===== src/rtl/gated_reg_bank.sv =====
// Bank of CH clocked, gated WIDTH-bit holding registers with per-channel set,
// bank clear, atomic snapshot, change pulses and saturating stability tracking.
module gated_reg_bank #(
  parameter int unsigned      WIDTH    = 3,
  parameter int unsigned      CH       = 4,
  parameter logic [WIDTH-1:0] SET_VAL  = {WIDTH{1'b1}},
  parameter int unsigned      STABLE_N = 8
) (
  input  logic                clk,
  input  logic                rst,
  input  logic                sclr,
  input  logic [CH-1:0]       sset,
  input  logic [CH-1:0]       gate,
  input  logic [CH*WIDTH-1:0] data,
  input  logic                snap,
  output logic [CH*WIDTH-1:0] q,
  output logic [CH-1:0]       changed,
  output logic [CH-1:0]       stable,
  output logic [CH*WIDTH-1:0] snap_q,
  output logic                snap_vld
);

  localparam int unsigned DW = CH * WIDTH;
  localparam int unsigned CW = $clog2(STABLE_N + 1);
  localparam logic [CW-1:0] CNT_MAX = CW'(STABLE_N);

  logic [DW-1:0] q_nxt;
  logic [CH-1:0] changed_nxt;
  logic [CH-1:0] stable_nxt;
  logic [CW-1:0] stab_cnt     [CH];
  logic [CW-1:0] stab_cnt_nxt [CH];

  // Per-channel load priority (clear > set > gate > hold) and stability tracking
  always_comb begin
    q_nxt       = q;
    changed_nxt = '0;
    stable_nxt  = '0;
    for (int unsigned i = 0; i < CH; i++) begin
      stab_cnt_nxt[i] = stab_cnt[i];
    end
    for (int unsigned i = 0; i < CH; i++) begin
      if (sclr) begin
        q_nxt[i*WIDTH +: WIDTH] = '0;
      end else if (sset[i]) begin
        q_nxt[i*WIDTH +: WIDTH] = SET_VAL;
      end else if (gate[i]) begin
        q_nxt[i*WIDTH +: WIDTH] = data[i*WIDTH +: WIDTH];
      end
      changed_nxt[i] = (q_nxt[i*WIDTH +: WIDTH] != q[i*WIDTH +: WIDTH]);
      // A same-value reload or a no-op clear counts as "no change"
      if (changed_nxt[i]) begin
        stab_cnt_nxt[i] = '0;
      end else if (stab_cnt[i] != CNT_MAX) begin
        stab_cnt_nxt[i] = stab_cnt[i] + CW'(1);
      end
      stable_nxt[i] = (stab_cnt_nxt[i] == CNT_MAX);
    end
  end

  // State and output registers; snapshot samples q before this edge's write
  always_ff @(posedge clk or posedge rst) begin
    if (rst) begin
      q        <= '0;
      changed  <= '0;
      stable   <= '0;
      snap_q   <= '0;
      snap_vld <= 1'b0;
      for (int unsigned i = 0; i < CH; i++) begin
        stab_cnt[i] <= '0;
      end
    end else begin
      q        <= q_nxt;
      changed  <= changed_nxt;
      stable   <= stable_nxt;
      snap_vld <= snap;
      if (snap) begin
        snap_q <= q;
      end
      for (int unsigned i = 0; i < CH; i++) begin
        stab_cnt[i] <= stab_cnt_nxt[i];
      end
    end
  end

endmodule


===== config.mk =====
export PLATFORM = sky130hd
export DESIGN_NAME = gated_reg_bank
export DESIGN_NICKNAME = d
export VERILOG_FILES = /design/src/rtl/gated_reg_bank.sv
export SDC_FILE = /design/constraint.sdc
export NUM_CORES = 1
export LEC_CHECK = 0
export BUFFER_PORTS_ARGS = -buffer_cell sky130_fd_sc_hd__buf_4
export CORE_UTILIZATION = 53
export DETAILED_ROUTE_END_ITERATION = 7
export GPL_ROUTABILITY_DRIVEN = 0
export PLACE_DENSITY = 0.81
export SYNTH_ARGS = -nofsm -noshare
export SYNTH_HDL_FRONTEND = slang
export SYNTH_SLANG_ARGS = --single-unit

===== constraint.sdc =====
create_clock -name clk -period 1.65 [get_ports clk]
set_clock_uncertainty 0.2 [all_clocks]
set_input_delay 0.0825 -clock clk [delete_from_list [all_inputs] [get_ports clk]]
set_output_delay 0.0825 -clock clk [all_outputs]
set_load 0.05 [all_outputs]

==> flow_metrics.py <==
metrics = {
    "sta": {
        "max_slew_margin": 0.660,
        "min_period_over_period": 0.996,
        "hold_viol_final": 0,
        "fin_ws_ns": 0.00698,
        "rsz0062_at_grt": "yes",
        "tightest_slew_ns": 0.508,
        "fmax_mhz": 609,
        "post-route-min-period_ns": 1.64,
        "fin_tns_setup_ns": 0,
        "finalMaxSlewViolations": 0,
        "setup_viol": 0,
    },
    "logic_synthesis": {
        "synthCells": 226,
        "synth.yosys.warnings": 0,
        "ys_ff_latch": 49,
        "synth-edff-count": 0,
        "synth_area_leaders": "dfrtp_1 (50%), mux2_2 (7.3%), a21oi_1 (4.9%)",
        "syn_area_mm2": 0.00245,
        "synthesis.nets": 258,
        "synth_top_area_frac": 0.499,
        "synth.largest_area_cell": "dfrtp_1",
        "ys_seq_area_frac": 0.499,
        "yosys_most_used_dff": "dfrtp_1",
        "synth.most_common_cell": "dfrtp_1",
        "synthArstFlopShare": 1.00,
        "synth_commonest_cells": "dfrtp_1 (49), a21oi_1 (24), nor2_1 (20), mux2_2 (16), nand2_1 (16)",
        "syn_area_per_cell_um2": 10.9,
        "synth.distinct_cells": 30,
    },
    "setup_path": {
        "crit_fanout": 2,
        "critPathKind": "input pin to flop",
        "start_kind": "input pin",
        "critPathArrivalTime_ns": 1.60,
        "cp-end-kind": "flop",
        "crit_chain": "dlygate4sd3_1 -> buf_4 -> a21oi_2 -> dlygate4sd3_1 -> a21oi_1",
        "cpPeakStageDelay_ns": 0.58,
        "cp_slowest_cell": "dlygate4sd3_1",
        "path_common_cell": "dlygate4sd3_1",
        "crit_required_ns": 1.61,
    },
    "cells_and_area": {
        "drive_above_1_share": 0.375,
        "antennaDiodeCount": 0,
        "area_growth_pct": 41.9,
        "fin_nets": 354,
        "n_fill_cell": 272,
    },
    "route": {
        "num_vias": 2037,
        "final_antenna_net_count": 0,
        "met2_length_mm": 3.00,
        "wl_per_cell_um": 15.2,
        "wirelength_met1_mm": 2.39,
        "top_layer": "met4",
        "wl_met3_um": 226,
        "routed_wl_mm": 5.71,
        "routed_via_density": 5.43,
        "drtIter0Drc": 96,
        "drc": 0,
        "first_pass_iters": 4,
    },
    "cts": {
        "cts.sinks": 49,
        "root_buffer": "clkbuf_8",
        "cts_tree": "yes",
        "cts.path.max_buffers": 2,
        "ctsHtreeMaxLevel": 2,
        "insertion_delay_ns": 0.29,
        "cts.clk_slew.worst_paths_ns": 0.09,
        "cts_made_buffers": 5,
    },
    "die": {
        "die_x_um": 70.1,
        "boundaryPins": 57,
        "die_y_um": 70.1,
        "rows": 24,
        "die_area_mm2": 0.00491,
        "fp.coreArea_mm2": 0.00441,
        "start_util": 0.556,
    },
    "job": {
        "max-cap-violations": 0,
    },
    "run_status": {
        "status": "complete, no violations",
    },
    "global_route": {
        "grt_pass1_vias": 2078,
        "overflow": 0,
        "grt_use_total": 0.248,
        "grt_pass1_wl_mm": 9.49,
        "grt_max_degree": 34,
        "antenna_found_initial": 0,
    },
    "power": {
        "cellPowerDensity_mw_per_mm2": 869,
        "leakage_nw": 1.52,
        "vdd_drop_max_uv": 669,
    },
    "placed_design": {
        "dp_hpwl_mm": 3.52,
        "preCtsSetupSlack_ns": 0.0855,
        "numPortBuffers": 56,
    },
    "min_path": {
        "hp-class": "input pin to flop",
    },
}
cell usage in the layout, fill, tap and decap left out, types with 7 or more instances in the layout:
master	netlist	routed
mux2_2	16	16
dlygate4sd3_1	0	32
nor4bb_1	8	8
nand2b_1	12	12
nand2_1	16	16
buf_4	2	58
dfrtp_2	0	7
inv_1	13	12
nor2_1	20	19
a21oi_1	24	14
clkbuf_8	0	7
dfrtp_1	49	42
ha_1	8	8
a21oi_2	0	10
flip-flops by register name, indices dropped and copies added, names as in the netlist:
name	count
changed	4
q	12
snap_q	12
snap_vld	1
stab_cnt	16
stable	4
critical path, delay by kind of cell:
family	cells	cell delay, ns
compound gates	2	0.24
buf+inv	3	1.27
kinds of logic (layout without fill, tap and decap cells):
group           count (synthesis)  after routing  synth area share
simple gates                   84             84             0.220
flops                          49             49             0.499
xor+xnor                        8              8            0.0285
compound gates                 44             44             0.109
buf+inv                        17            114            0.0296
mux                            16             16            0.0734
fa+ha+maj                       8              8            0.0408
per-stage QoR:
step,power [mW],hold WS [ns],utilization,instances,cell area (um^2)
after floorplan,1.92,-0.0861,-,226,2460
after detailed placement,2.17,-0.104,0.667,331,2950
after CTS,2.99,0.116,0.760,370,3360
after global placement,2.15,-0.113,0.667,331,2950
final,3.03,0.0869,0.789,375,3480
after global routing,3.16,0.105,0.789,375,3480
power breakdown:
group / leakage, nW / switching [mW] / internal [mW] / total [mW]
clock network: 0.0542 / 0.383 / 0.379 / 0.763
logic: 0.851 / 0.534 / 0.359 / 0.893
registers: 0.618 / 0.0788 / 1.29 / 1.37
path summary, 6_finish.rpt:
kind	startpoint	to	slack, ns	cells after the start
max reg2reg	stab_cnt[8]$_DFF_PP0_	stable[1]$_DFF_PP0_	0.02	5
min	gate[2]	q[8]$_DFF_PP0_	0.09	4
min reg2reg	snap_q[0]$_DFFE_PP0P_	snap_q[0]$_DFFE_PP0P_	0.31	1
max in group asynchronous	rst	q[7]$_DFF_PP0_	0.60	4
min in group asynchronous	rst	q[5]$_DFF_PP0_	0.13	3
max	data[4]	q[4]$_DFF_PP0_	0.007	5
final cells by class:
| cell class | count | area (um^2) | share of cell area |
|---|---|---|---|
| Clock buffer | 7 | 96.3 | 0.0277 |
| Clock inverter | 1 | 5.00 | 0.00144 |
| Inverter | 13 | 48.8 | 0.0140 |
| Multi-Input combinational cell | 160 | 1230 | 0.354 |
| Sequential cell | 49 | 1230 | 0.355 |
| Tap cell | 52 | 65.1 | 0.0187 |
| Timing Repair Buffer | 93 | 800 | 0.230 |
per-layer routing:
metal / vias to the layer above / track usage
met5: - / 0
met4: 0 / 0.0778
met3: 9 / 0.0548
met2: 62 / 0.437
met1: 978 / 0.300
li1: 988 / -
repair_timing:
action	in CTS	in global routing
endpoints found under the hold margin	62	1
buffers inserted	0	3
hold buffers	31	3
resized for setup	0	19
setup endpoints to repair	0	14
Power figures use the tool's default switching activity.
